**config.mk**
```make
export PLATFORM = sky130hd
export DESIGN_NAME = score_keeper
export DESIGN_NICKNAME = d
export VERILOG_FILES = /design/src/rtl/score_keeper.sv
export SDC_FILE = /design/constraint.sdc
export NUM_CORES = 1
export LEC_CHECK = 0
export ABC_CLOCK_PERIOD_IN_PS = 5600
export BUFFER_PORTS_ARGS = -buffer_cell sky130_fd_sc_hd__buf_2
export CAP_MARGIN = 10
export CORE_ASPECT_RATIO = 1.1
export CORE_UTILIZATION = 54
export CTS_BUF_LIST = sky130_fd_sc_hd__clkbuf_4 sky130_fd_sc_hd__clkbuf_8 sky130_fd_sc_hd__clkbuf_16
export DETAILED_ROUTE_END_ITERATION = 7
export GPL_TIMING_DRIVEN = 0
export PLACE_DENSITY_LB_ADDON = 0.2
export SYNTH_ARGS = -nofsm -noshare
export SYNTH_HDL_FRONTEND = slang
export SYNTH_SLANG_ARGS = --single-unit
```
**constraint.sdc**
```tcl
create_clock -name clk -period 5.6 [get_ports clk]
set_clock_uncertainty 0.15 [all_clocks]
set_input_delay 0.28 -clock clk [delete_from_list [all_inputs] [get_ports clk]]
set_output_delay 0.28 -clock clk [all_outputs]
set_load 0.03 [all_outputs]
```
**src/rtl/score_keeper.sv**
```systemverilog
// score_keeper: edge-detected score/ball keeper producing digit codes for the text renderer
module score_keeper #(
  parameter int BALLS_INIT = 3,
  parameter int BONUS_TENS = 1
) (
  input  logic       clk,
  input  logic       reset_n,
  input  logic       hit,
  input  logic       bonus,
  input  logic       miss,
  input  logic       new_game,
  output logic [4:0] dig0,
  output logic [4:0] dig1,
  output logic [4:0] dig,
  output logic       game_over,
  output logic       score_tick
);
  typedef enum logic {PLAY, OVER} state_t;
  localparam logic [3:0] BI = 4'(BALLS_INIT);
  localparam logic [4:0] BT = 5'(BONUS_TENS);
  state_t     state_q, state_d;
  logic       hit_q, bonus_q, miss_q, ng_q;
  logic       hit_e, bonus_e, miss_e, ng_e;
  logic [3:0] ones_q, ones_d, tens_q, tens_d, balls_q, balls_d;
  logic       tick_q, tick_d;
  logic [4:0] ones_sum, tens_sum;
  logic [3:0] ones_n;
  logic       carry, sat;
  assign hit_e      = hit & ~hit_q;
  assign bonus_e    = bonus & ~bonus_q;
  assign miss_e     = miss & ~miss_q;
  assign ng_e       = new_game & ~ng_q;
  assign dig0       = {1'b1, ones_q};
  assign dig1       = {1'b1, tens_q};
  assign dig        = {1'b1, balls_q};
  assign game_over  = (state_q == OVER);
  assign score_tick = tick_q;
  // BCD add with ones-to-tens carry, saturating at 99, plus ball/state bookkeeping
  always_comb begin
    ones_sum = {1'b0, ones_q} + {4'b0, hit_e};
    carry    = ones_sum > 5'd9;
    ones_n   = carry ? 4'(ones_sum - 5'd10) : ones_sum[3:0];
    tens_sum = {1'b0, tens_q} + {4'b0, carry} + (bonus_e ? BT : 5'd0);
    sat      = tens_sum > 5'd9;
    state_d  = state_q;
    ones_d   = ones_q;
    tens_d   = tens_q;
    balls_d  = balls_q;
    tick_d   = 1'b0;
    if (ng_e) begin
      ones_d  = 4'd0;
      tens_d  = 4'd0;
      balls_d = BI;
      state_d = PLAY;
    end else if (state_q == PLAY) begin
      ones_d = sat ? 4'd9 : ones_n;
      tens_d = sat ? 4'd9 : tens_sum[3:0];
      tick_d = {tens_d, ones_d} != {tens_q, ones_q};
      if (miss_e && balls_q != 4'd0) begin
        balls_d = balls_q - 4'd1;
        state_d = (balls_q == 4'd1) ? OVER : PLAY;
      end
    end
  end
  // Strobe history, game state and score registers
  always_ff @(posedge clk or negedge reset_n) begin
    if (!reset_n) begin
      hit_q   <= 1'b0;
      bonus_q <= 1'b0;
      miss_q  <= 1'b0;
      ng_q    <= 1'b0;
      state_q <= PLAY;
      ones_q  <= 4'd0;
      tens_q  <= 4'd0;
      balls_q <= BI;
      tick_q  <= 1'b0;
    end else begin
      hit_q   <= hit;
      bonus_q <= bonus;
      miss_q  <= miss;
      ng_q    <= new_game;
      state_q <= state_d;
      ones_q  <= ones_d;
      tens_q  <= tens_d;
      balls_q <= balls_d;
      tick_q  <= tick_d;
    end
  end
endmodule

```
* Word level (Yosys, flattened, before mapping)
Cells that the tools add are included.
Widths: inputs -> output; s select.
** Storage, ports and cells
- Register bits after elaboration :: 18
- Input bits :: 6
- Output and inout bits :: 17
** Operators by class
- $add $sub $neg :: 5
- $lt $le $gt $ge :: 2
- Eq/ne operators :: 3
- Muxes and demuxes :: 17
- Bitwise logic cells :: 8
- Reduce and logical (&&, ||, !) cells :: 4
** Operator list (count)
- $mux 4 :: 10
- $add 4x1->5 :: 2
- $gt 5x4->1 const B :: 2
- $ne 8x8->1 :: 1
- $mux 1 :: 7
- $add 5x1->5 :: 1
- $and 1x1->1 :: 4
- $eq 4x1->1 const B :: 1
- $not 1->1 :: 4
- $reduce_bool 4->1 :: 1
- $sub 4x1->4 const B :: 1
- $sub 4x4->4 const B :: 1
- $ne 2x1->1 const B :: 1
- $reduce_and 2->1 :: 1
- $reduce_bool 2->1 :: 1
- $logic_and 1x1->1 :: 1

* Logic depth before layout (Yosys ltp)
Gate-level depths: netlist (run 1).
- Depth in word-level cells :: 11
- Depth in mapped cells :: 18
- Depth with buffers taken out :: 17

* Worst setup path before layout (run 1)
No wires, ideal clock.
- Path type :: reg-to-reg
- Start point :: register ones_q[0]
- End point :: register tick_q, in the netlist score_tick
- Setup time :: 0.120 ns
- Arrival time :: 4.215 ns
- Required time :: 5.330 ns
- Setup slack :: 1.114 ns
- Cell stages (with the launch flop) :: 18
- Clock period less this slack :: 4.486 ns
- Path through :: dfrtp_1 -> ha_1 -> ha_1 -> buf_2 -> xnor2_1 -> ha_1 -> nor4bb_1 -> a22o_1 -> a221o_1 -> fa_1 -> ha_1 -> or2_2 -> a21oi_1 -> o21ai_0 -> mux2i_1 -> xnor2_1 -> o2111ai_1 -> o211a_1
** On the way
- Longest elaborated chain between the ends :: 9
- Elaborated cells between the ends (all ways) :: 12
- Classes of those cells :: 4 x add/sub; 2 x order compare; 1 x eq/ne; 5 x mux
** Ends and longest elaborated chain
- start, declared :: line 24 : logic [3:0] ones_q, ones_d, tens_q, tens_d, balls_q, balls_d;
- start signal, assigned :: line 83 : ones_q <= ones_d;
- $add 4x1->5 :: line 40 : ones_sum = {1'b0, ones_q} + {4'b0, hit_e};
- $gt 5x4->1 :: line 41 : carry = ones_sum > 5'd9;
- $add 4x1->5 :: line 43 : tens_sum = {1'b0, tens_q} + {4'b0, carry} + (bonus_e ? BT : 5'd0);
- $add 5x1->5 :: line 43
- $gt 5x4->1 :: line 44 : sat = tens_sum > 5'd9;
- $mux 4 (on tied branches) :: line 56, 57
- $ne 8x8->1 * :: line 58 : tick_d = {tens_d, ones_d} != {tens_q, ones_q};
- $mux 1 * :: line 55 : end else if (state_q == PLAY) begin
- $mux 1 * :: line 50 : if (ng_e) begin
- named net tick_d :: line 25 : logic tick_q, tick_d;
- end signal, assigned :: line 86 : tick_q <= tick_d;
- end, declared :: line 25
The timed path passes the listed nets; every way through them passes the cells marked *.
A chain may end at the register's enable or synchronous reset.

* Worst setup path in the final report (run 1)
- Start point :: input port hit
- End point :: register tick_q, in the netlist score_tick
** On the way
- Longest elaborated chain between the ends :: 10
- Elaborated cells between the ends (all ways) :: 13
- Classes of those cells :: 4 x add/sub; 2 x order compare; 1 x eq/ne; 5 x mux; 1 x bitwise
** Ends and longest elaborated chain
- start, declared :: line 8 : input logic hit,
- $and 1x1->1 * :: line 29 : assign hit_e = hit & ~hit_q;
- $add 4x1->5 * :: line 40
- $gt 5x4->1 :: line 41
- $add 4x1->5 :: line 43
- $add 5x1->5 :: line 43
- $gt 5x4->1 :: line 44
- $mux 4 (on tied branches) :: line 56, 57
- $ne 8x8->1 * :: line 58
- $mux 1 * :: line 55
- $mux 1 * :: line 50
- named net tick_d :: line 25
Marked as above.

==> results.tsv, run 1 <==
metric	value	unit
Post-Synthesis Cells	147	
clock network power share	11.3	%
transition at the pin with the smallest max-transition slack	0.9891	ns
die span in y	52.39	um
maximum fanout along the worst path	9	
power density cells	412.9	nW/um^2
fraction of final layout cells sized beyond drive strength 1	18.64	%
critical path endpoint category	flip-flop	
Yosys top cell by area	sky130_fd_sc_hd__dfrtp_1	
FF+latch count, synth	18	
highest clock frequency the design can meet	190.1	MHz
number of global-route vias before repair	1093	
CP Launch Type	primary input	
clock-pin transition on the worst setup and hold timing paths	0.09	ns
number of clock sinks	18	
buffers added on ports	19	
worst endpoint required time	5.63	ns
launch instance of the worst register-to-register path	hit_q	
summed instance area of the synthesized netlist	1246	um^2
NetSw	0.0002795	W
clock latency reported for the late side of the worst-skew pair	0.28	ns
Die X	47.81	um
Overflow after GRT	0	
Core Area	2085	um^2
Routed Wire Length	2673	um
nets	191	
CTS H-tree depth	1	
fraction of power spent switching nets	46.24	%
via count	1201	
area enclosed by the die boundary	2504	um^2
worst hold-check path type	primary input to async pin	
leading post-synthesis cells by instance count	sky130_fd_sc_hd__dfrtp_1, sky130_fd_sc_hd__nor2_1, sky130_fd_sc_hd__nand2_1	
cell at the root of the clock tree	sky130_fd_sc_hd__clkbuf_4	
global-route usage over all layers	25.35	%
Num CTS Buffers	3	
number of placed instances, taps included	196	
final critical path time including I/O delays and setup	5.261	ns
setup repair after global routing missed its margin	no	
sequential cell area fraction in the yosys report	36.35	%
number of maximum-capacitance constraint violations	0	
cell types with the largest area share after synthesis	sky130_fd_sc_hd__dfrtp_1, sky130_fd_sc_hd__ha_1, sky130_fd_sc_hd__nor2_1	
status	complete, no violations	
placed wire-length estimate after detailed placement	2078	um
quantity of gates resized following cts	0	
Slew HR	33.89	%
total number of yosys warnings	0	
vias per cell	5.859	
first-pass GRT wire length	4526	um
fillers	196	
critical path class	primary input to flip-flop	
antenna violations before repair	0	
antenna cells	0	
Routed wire per std cell	13.04	um
number of max-slew violations in the final report	0	
maximum number of pins on one net before global-route repair	19	
Sum Neg Setup Slack	0	ns
CTS tree	built	
synth-to-layout area growth	17.47	%
proportion of power drawn by combinational gates	54.7	%
Iteration-0 DRC Markers	25	
count of non-filler cells in the finished layout	205	
number of placement rows	17	
Bufs on Longest Clock Path	2	
Mean Syn Cell Area	8.478	um^2
critical path arrival	5.29	ns
final weighted congestion in routability-driven placement	0.8222	
initial core utilization	59.78	%
Final ANT Viol Nets	0	
synth unique cells	41	
I/O pin count	23	
power after layout	0.0006044	W
fraction of registers with async set or reset after synthesis	100.0	%
1st-pass router iterations	4	
number of enable flip-flop cells after synthesis	0	
leakage power figure	0.6728	nW
launch point of the worst path	hit	
residual DRC count	0	
final worst path period share	93.95	%
flip-flop cell with the highest count after synthesis	sky130_fd_sc_hd__dfrtp_1	
sequential cell fraction of total power	33.9	%
Max IR drop VDD	299.7	uV
internal portion of total power	0.0003250	W
portion of synthesized cell area occupied by the leading cell type	32.13	%
final number of hold-violating endpoints	0	
endpoints failing setup	0	
-- worst paths after layout --
path | end | slack, ns | depth (start not counted)
max | score_tick | 0.34 | 20
min | balls_q[3] | 0.30 | 2
max reg2reg | score_tick | 0.59 | 18
min reg2reg | balls_q[3] | 0.43 | 2
max in group asynchronous | balls_q[0] | 4.68 | 2
min in group clk | balls_q[3] | 0.43 | 2
-- routing by layer --
layer / global-route usage (%) / vias up / part of all wire [%] / routed length [um]
met5: 0 / - / 0 / 0
met4: 11.57 / 0 / 1.9 / 52
met3: 1.724 / 8 / 2.5 / 67
met2: 43.69 / 30 / 53 / 1424
met1: 31.15 / 591 / 42 / 1129
li1: - / 572 / - / -
-- cells by family after synthesis --
group	synth area share (%)
and+or+nand+nor	23.70
AOI/OAI and AO/OA	20.28
DFF	36.35
buffers and inverters	5.924
adders and majority gates	7.630
xor gates and xnor gates	4.218
muxes	1.606
other	0.3009
-- what timing repair did --
item | 4_1_cts | 5_1_grt
hold buffers | 5 | 0
buffers inserted | 0 | 0
hold endpoints to repair | 20 | 0
-- sequential cells by signal, indices dropped and copies added, names as in the netlist --
register    flops
balls_q         4
bonus_q         1
game_over       1
hit_q           1
miss_q          1
ng_q            1
ones_q          4
score_tick      1
tens_q          4
-- critical path, cell delays in order --
cell and delay, ns:
sky130_fd_sc_hd__dlygate4sd3_1 0.52, sky130_fd_sc_hd__buf_2 0.10, sky130_fd_sc_hd__nor2b_1 0.22, sky130_fd_sc_hd__ha_1 0.25, sky130_fd_sc_hd__ha_1 0.15, sky130_fd_sc_hd__buf_2 0.18
sky130_fd_sc_hd__xnor2_1 0.14, sky130_fd_sc_hd__ha_1 0.30, sky130_fd_sc_hd__nor4bb_1 0.11, sky130_fd_sc_hd__a22o_1 0.25, sky130_fd_sc_hd__a221o_1 0.42, sky130_fd_sc_hd__fa_1 0.49
sky130_fd_sc_hd__ha_1 0.38, sky130_fd_sc_hd__or2_2 0.29, sky130_fd_sc_hd__a21oi_1 0.26, sky130_fd_sc_hd__o21ai_0 0.12, sky130_fd_sc_hd__mux2i_1 0.26, sky130_fd_sc_hd__xnor2_1 0.16
sky130_fd_sc_hd__o2111ai_1 0.13, sky130_fd_sc_hd__o211a_1 0.25
-- power groups by stage --
stage	Combinational [W]	Clock [W]	Sequential [W]
after global routing	0.000363	0.0000748	0.000211
final	0.000331	0.0000685	0.000205
after CTS	0.000329	0.0000707	0.000205
after detailed placement	0.000325	0	0.000208
after floorplan	0.000188	0	0.000262
after global placement	0.000316	0	0.000205
-- stage by stage --
| stage | area [um^2] | utilization (%) | setup WS [ns] | hold slack, ns |
|---|---|---|---|---|
| after floorplan | 1254 | - | 1.114 | -0.1656 |
| after global routing | 1464 | 70.23 | 0.01603 | 0.3318 |
| after detailed placement | 1384 | 66.39 | 0.6649 | 0.07000 |
| final | 1464 | 70.23 | 0.3389 | 0.3045 |
| after global placement | 1384 | 66.39 | 0.7717 | 0.06981 |
| after CTS | 1464 | 70.23 | 0.4131 | 0.2888 |
-- area by class of cell --
type	count	area (um^2)	share of cell area, %
plain buffers	9	47.55	3.248
clock buffers	4	30.03	2.051
inverters	7	26.28	1.795
multi-input cells	115	726.9	49.66
flip-flops and latches	18	452.9	30.94
well taps	28	35.03	2.393
repair buffers	24	145.1	9.915
-- placed cells by master (no fill, tap or decap), drive strengths merged, types with 2 or more instances in the layout --
master,instances
a2111oi,2
nor3,5
nor2b,6
dlygate4sd3,5
dfstp,2
ha,6
nand2b,6
nor4bb,2
inv,7
xor2,3
nor2,16
o21ai,12
a211oi,2
xnor2,3
dfrtp,16
clkbuf,8
nand3,3
conb,3
buf,24
nand2,15
a21oi,11
mux2i,2
nand3b,2
Power figures use the tool's default switching activity.
==> run 2, diff against run 1 <==
ABC_CLOCK_PERIOD_IN_PS = 4300   (was 5600)
CORE_UTILIZATION = 49   (was 54)
clock period = 4.3 ns   (was 5.6 ns; I/O delays follow)
==> run 2 against run 1 <==
Non-clock buffer count up 11. Setup slack worse by 0.26 ns. Register-to-register slack worse by 0.51 ns. Clock-buffer cell count unchanged. Power up 63%. Critical path depth down 3. First-iteration DRC count up 76%. Global-route usage up 0.60 points. Critical endpoint unchanged. Largest power group unchanged.
==> results.tsv, run 2 (synthesis gave the netlist of run 1 again) <==
metric	value	unit	change
Overflow after GRT	0		unchanged
vias per cell	5.812		-0.80%
leading cell types in the layout, fill and taps excluded	sky130_fd_sc_hd__buf_2, sky130_fd_sc_hd__nand2_1, sky130_fd_sc_hd__nor2_1, sky130_fd_sc_hd__buf_4, sky130_fd_sc_hd__dfrtp_1		
first-pass GRT wire length	5181	um	+14%
Iteration-0 DRC Markers	44		+76%
Num CTS Buffers	3		unchanged
number of placement rows	18		+1
power density cells	576.5	nW/um^2	+40%
1st-pass router iterations	4		unchanged
worst endpoint required time	4.34	ns	-1.29 ns
global-route usage over all layers	25.95	%	+0.60 points
Final Instance Area	1707	um^2	+17%
Routed wire per std cell	16.23	um	+25%
largest registers in the final layout	balls_q (4), ones_q (4), tens_q (4)		
residual DRC count	0		unchanged
CP Launch Type	flip-flop		
cell at the root of the clock tree	sky130_fd_sc_hd__clkbuf_4		
critical path class	flip-flop to flip-flop		
final number of hold-violating endpoints	0		unchanged
critical path arrival	4.26	ns	-1.03 ns
multi-input gate area in the final layout	880.8	um^2	+21%
number of global-route vias before repair	1183		+8.2%
highest clock frequency the design can meet	236.9	MHz	
leakage power figure	0.7390	nW	+9.8%
placed wire-length estimate after detailed placement	2203	um	+6.0%
r2r worst-path depth	17		-1
transition at the pin with the smallest max-transition slack	0.9390	ns	-0.05005 ns
Core Area	2320	um^2	+11%
Bufs on Longest Clock Path	2		unchanged
final weighted congestion in routability-driven placement	0.8607		+4.7%
endpoints failing setup	0		unchanged
Final ANT Viol Nets	0		unchanged
nets	202		+5.8%
number of max-slew violations in the final report	0		unchanged
synth-to-layout area growth	36.95	%	
buffers added on ports	19		unchanged
CTS H-tree depth	1		unchanged
die span in y	54.89	um	+4.8%
Routed Wire Length	3539	um	+32%
critical path endpoint category	flip-flop		
fraction of final layout cells sized beyond drive strength 1	32.98	%	+14 points
Reg2Reg Capture Point	score_tick		
minimum setup slack among reg-to-reg paths	0.08	ns	-0.51 ns
number of maximum-capacitance constraint violations	0		unchanged
final critical path time including I/O delays and setup	4.221	ns	
area enclosed by the die boundary	2749	um^2	+9.8%
Slew HR	37.24	%	+3.3 points
maximum number of pins on one net before global-route repair	19		unchanged
via count	1267		+5.5%
fillers	193		-1.5%
status	complete, no violations		
post-detailed-placement cell area	1416	um^2	+2.4%
worst hold-check path type	primary input to async pin		
initial core utilization	53.72	%	-6.1 points
launch instance of the worst register-to-register path	hit_q		
clock-pin transition on the worst setup and hold timing paths	0.11	ns	+0.02 ns
most frequent standard cell in the layout excluding fill and tap cells	sky130_fd_sc_hd__buf_2		
number of clock sinks	18		unchanged
clock latency reported for the late side of the worst-skew pair	0.30	ns	+0.02 ns
Max IR drop VDD	376.0	uV	+25%
I/O pin count	23		unchanged
maximum fanout along the worst path	4		-5
final worst path period share	98.17	%	
Die X	50.09	um	+4.8%
antenna cells	0		unchanged
CTS tree	built		
Sum Neg Setup Slack	0	ns	unchanged
antenna violations before repair	0		unchanged
area occupied by registers	454.2	um^2	+0.28%
-- run 2: changes by cell type in the layout (fill, tap and decap cells not counted), moves of 2 or more --
cell and delta:
sky130_fd_sc_hd__buf_4 +12, sky130_fd_sc_hd__o21ai_0 -2, sky130_fd_sc_hd__o21ai_2 +2, sky130_fd_sc_hd__ha_1 -4, sky130_fd_sc_hd__ha_4 +4
-- run 2: how the worst max path moves through the flow --
stage	from	endpoint	slack [ns]	cells after the start
2_1_floorplan	ones_q[0]	score_tick	0.09	17
3_3_place_gp	hit_q	score_tick	-0.26	18
3_5_place_dp	hit_q	score_tick	-0.33	18
4_1_cts	hit_q	score_tick	0.004	18
5_1_grt	hit_q	score_tick	-0.03	17
6_report	hit_q	score_tick	0.08	17
-- run 2: power breakdown --
group          total [W]  switching (W)  internal, W  leakage (nW)
logic           0.000609       0.000329     0.000280         0.494
registers       0.000280      0.0000633     0.000217         0.227
clock network  0.0000949      0.0000524    0.0000425        0.0184
-- run 2: cell type report --
type	instances	share of cell area, %
plain buffers	8	2.493
clock buffers	4	1.760
inverters	7	1.540
multi-input cells	115	51.61
flip-flops and latches	18	26.61
well taps	30	2.199
repair buffers	36	13.78
-- run 2: per-stage QoR --
step	hold WS [ns]	std cells	power (W)	setup slack (ns)	util, %
after floorplan	-0.2306	149	0.0006036	0.09035	-
after global placement	0.004906	198	0.0007003	-0.2615	61.06
after detailed placement	0.01932	198	0.0007148	-0.3255	61.06
after CTS	0.2190	218	0.0008901	0.003687	69.53
after global routing	0.2441	218	0.001049	-0.02547	73.57
final	0.2219	218	0.0009839	0.07867	73.57
-- run 2: worst max-delay path, stage by stage (launching register included) --
cell and delay [ns]:
sky130_fd_sc_hd__dfrtp_1 0.38, sky130_fd_sc_hd__nor2b_2 0.18, sky130_fd_sc_hd__ha_4 0.20, sky130_fd_sc_hd__ha_4 0.18, sky130_fd_sc_hd__xnor2_4 0.13, sky130_fd_sc_hd__ha_4 0.18, sky130_fd_sc_hd__nor4bb_4 0.05, sky130_fd_sc_hd__a22o_1 0.24
sky130_fd_sc_hd__a221o_1 0.41, sky130_fd_sc_hd__fa_2 0.40, sky130_fd_sc_hd__ha_4 0.24, sky130_fd_sc_hd__nand2b_4 0.14, sky130_fd_sc_hd__a41oi_4 0.31, sky130_fd_sc_hd__o21ai_2 0.11, sky130_fd_sc_hd__mux2i_2 0.22, sky130_fd_sc_hd__xnor2_1 0.18
sky130_fd_sc_hd__o2111ai_2 0.15, sky130_fd_sc_hd__o211a_1 0.25
-- run 2: layer usage --
metal | GRT usage (%) | part of all wire [%] | vias up
met2 | 49.56 | 53 | 41
met1 | 28.64 | 40 | 616
met3 | 2.732 | 2.7 | 18
met4 | 14.29 | 4.3 | 0
met5 | 0 | 0 | -
li1 | - | - | 592
-- run 2: timing repair --
action / in CTS / in global routing
endpoints found under the hold margin: 20 / 0
pin swaps: 10 / 13
setup endpoints to repair: 3 / 4
buffers inserted: 11 / 1
hold buffers: 5 / 0
gates resized for setup: 8 / 17
==> run 3, diff against run 2 <==
SETUP_SLACK_MARGIN = 0.15   (was unset)
==> run 3 against run 2 <==
Core utilization is 0.92 points higher. Highest routed layer unchanged. Via count is 0.87% lower. Sequential power fell by 2%. Non-clock buffer count increased by 5. Wire length is 3.8% lower. Largest power group unchanged. Cell count up 2.3%. Clock-buffer cell count is the same. Die area is the same.
==> results.tsv, run 3 (synthesis gave the netlist of run 1 again) <==
metric	value	unit	change
status	complete, no violations		
1st-pass router iterations	4		unchanged
leading cell types in the layout, fill and taps excluded	sky130_fd_sc_hd__buf_2, sky130_fd_sc_hd__buf_4, sky130_fd_sc_hd__nand2_1, sky130_fd_sc_hd__nor2_1, sky130_fd_sc_hd__dfrtp_1		
antenna violations before repair	0		unchanged
CP Launch Type	flip-flop		
highest clock frequency the design can meet	246.1	MHz	+3.9%
pre-CTS setup slack	-0.2893	ns	+0.03612 ns
area occupied by registers	454.2	um^2	unchanged
maximum fanout along the worst path	4		unchanged
final number of hold-violating endpoints	0		unchanged
final weighted congestion in routability-driven placement	0.8886		+3.2%
number of placed instances, taps included	198		unchanged
Final ANT Viol Nets	0		unchanged
slowest stage cell, crit path	sky130_fd_sc_hd__dfrtp_1		
global-route usage over all layers	26.57	%	+0.62 points
Bufs on Longest Clock Path	2		unchanged
critical path class	flip-flop to flip-flop		
launch point of the worst path	hit_q		
buffer and inverter count on the worst path	1		+1
Routed wire per std cell	15.27	um	-5.9%
CTS tree	built		
Iteration-0 DRC Markers	33		-25%
number of placement rows	18		unchanged
final worst path period share	94.50	%	-3.7 points
Die X	50.09	um	unchanged
cell-by-cell trace of the critical path	nor2b_4 > ha_4 > ha_4 > buf_6 > xnor2_2 > ha_4 > nor4bb_4 > a22o_1 > a221o_1 > fa_2 > ha_4 > nand2b_4 > a41oi_4 > o21ai_1 > mux2i_1 > xnor2_1 > o2111ai_1 > o211a_1		
cell at the root of the clock tree	sky130_fd_sc_hd__clkbuf_4		
critical path endpoint category	flip-flop		
count of non-filler cells in the finished layout	223		+2.3%
residual DRC count	0		unchanged
largest registers in the final layout	balls_q (4), ones_q (4), tens_q (4)		
antenna cells	0		unchanged
launch instance of the worst register-to-register path	hit_q		
Final Instance Area	1728	um^2	+1.2%
die span in y	54.89	um	unchanged
I/O pin count	23		unchanged
vias per cell	5.632		-3.1%
via count	1256		-0.87%
maximum number of pins on one net before global-route repair	19		unchanged
leakage power figure	0.7655	nW	+3.6%
critical path arrival	4.11	ns	-0.15 ns
initial core utilization	53.72	%	unchanged
clock latency reported for the late side of the worst-skew pair	0.29	ns	about the same
Routed Wire Length	3406	um	-3.8%
final core utilization	74.49	%	+0.92 points
number of global-route vias before repair	1328		+12%
fillers	179		-7.3%
fraction of final layout cells sized beyond drive strength 1	32.64	%	-0.34 points
worst endpoint required time	4.34	ns	about the same
setup slack after layout	0.2364	ns	+0.1578 ns
placed wire-length estimate after detailed placement	2298	um	+4.3%
power density cells	550.3	nW/um^2	-4.5%
Core Area	2320	um^2	unchanged
buffers added on ports	19		unchanged
stage delay of the slowest cell on the critical path	0.42	ns	about the same
synth-to-layout area growth	38.65	%	
post-detailed-placement cell area	1429	um^2	+0.88%
transition at the pin with the smallest max-transition slack	1.029	ns	+0.09012 ns
number of max-slew violations in the final report	0		unchanged
nets	207		+2.5%
most frequent standard cell in the layout excluding fill and tap cells	sky130_fd_sc_hd__buf_2		
Num CTS Buffers	3		unchanged
Max IR drop VDD	437.7	uV	+16%
Slew HR	31.22	%	-6.0 points
first-pass GRT wire length	5423	um	+4.7%
multi-input gate area in the final layout	854.6	um^2	-3.0%
Final Hold Slack	0.2187	ns	-0.003184 ns
CTS H-tree depth	1		unchanged
area enclosed by the die boundary	2749	um^2	unchanged
number of maximum-capacitance constraint violations	0		unchanged
number of clock sinks	18		unchanged
Overflow after GRT	0		unchanged
Worst path most repeated cell	sky130_fd_sc_hd__ha_4		
minimum setup slack among reg-to-reg paths	0.24	ns	+0.16 ns
category of cells accounting for the largest share of critical-path delay	compound AO/OA/AOI/OAI gates		
clock-pin transition on the worst setup and hold timing paths	0.10	ns	about the same
setup repair after global routing missed its margin	yes		
final critical path time including I/O delays and setup	4.064	ns	-0.1578 ns
endpoints failing setup	0		unchanged
worst hold-check path type	primary input to async pin		
==> run 3: worst paths after layout <==
path / depth (start not counted) / end
setup reg to reg: 18 / score_tick
hold reg to reg: 2 / balls_q[3]
hold / removal: 2 / ones_q[0]
max in group asynchronous: 2 / balls_q[1]
setup / recovery: 18 / score_tick
min in group clk: 5 / ones_q[0]
==> run 3: where the power goes <==
group | switching (W) | total, W | internal, W | leakage (nW)
clock | 0.0000517 | 0.000103 | 0.0000516 | 0.0210
combinational | 0.000313 | 0.000572 | 0.000259 | 0.518
sequential | 0.0000583 | 0.000275 | 0.000217 | 0.227
==> run 3: per-layer routing <==
layer  wire length [um]  share of wire [%]  GRT usage [%]  vias to the layer above
met1               1304                 38          27.68                      596
met2               1890                 55          52.00                       42
li1                   -                  -              -                      608
met3                127                3.7          3.005                       10
met4                 83                2.4          16.19                        0
met5                  0                  0              0                        -
==> run 3: metrics by stage <==
step | power [W] | TNS, ns
after floorplan | 0.0006075 | 0
final | 0.0009508 | 0
after global placement | 0.0007045 | -0.1834
after CTS | 0.0009192 | 0
after global routing | 0.001023 | 0
after detailed placement | 0.0007261 | -0.4683
==> run 3: what timing repair did <==
item	in CTS	in global routing
hold endpoints to repair	22	0
gates resized for setup	14	4
setup buffers	12	4
pin swaps	13	9
endpoints found under the setup margin	6	3
hold buffers	5	0
==> run 3: area by class of cell <==
cell class                 instances  area share [%]
tap                               30           2.172
clock buffer                       4           2.100
inverter                           7           1.521
timing repair buffer              40           15.35
buffer                             9           3.114
multi-input combinational        115           49.46
sequential                        18           26.29
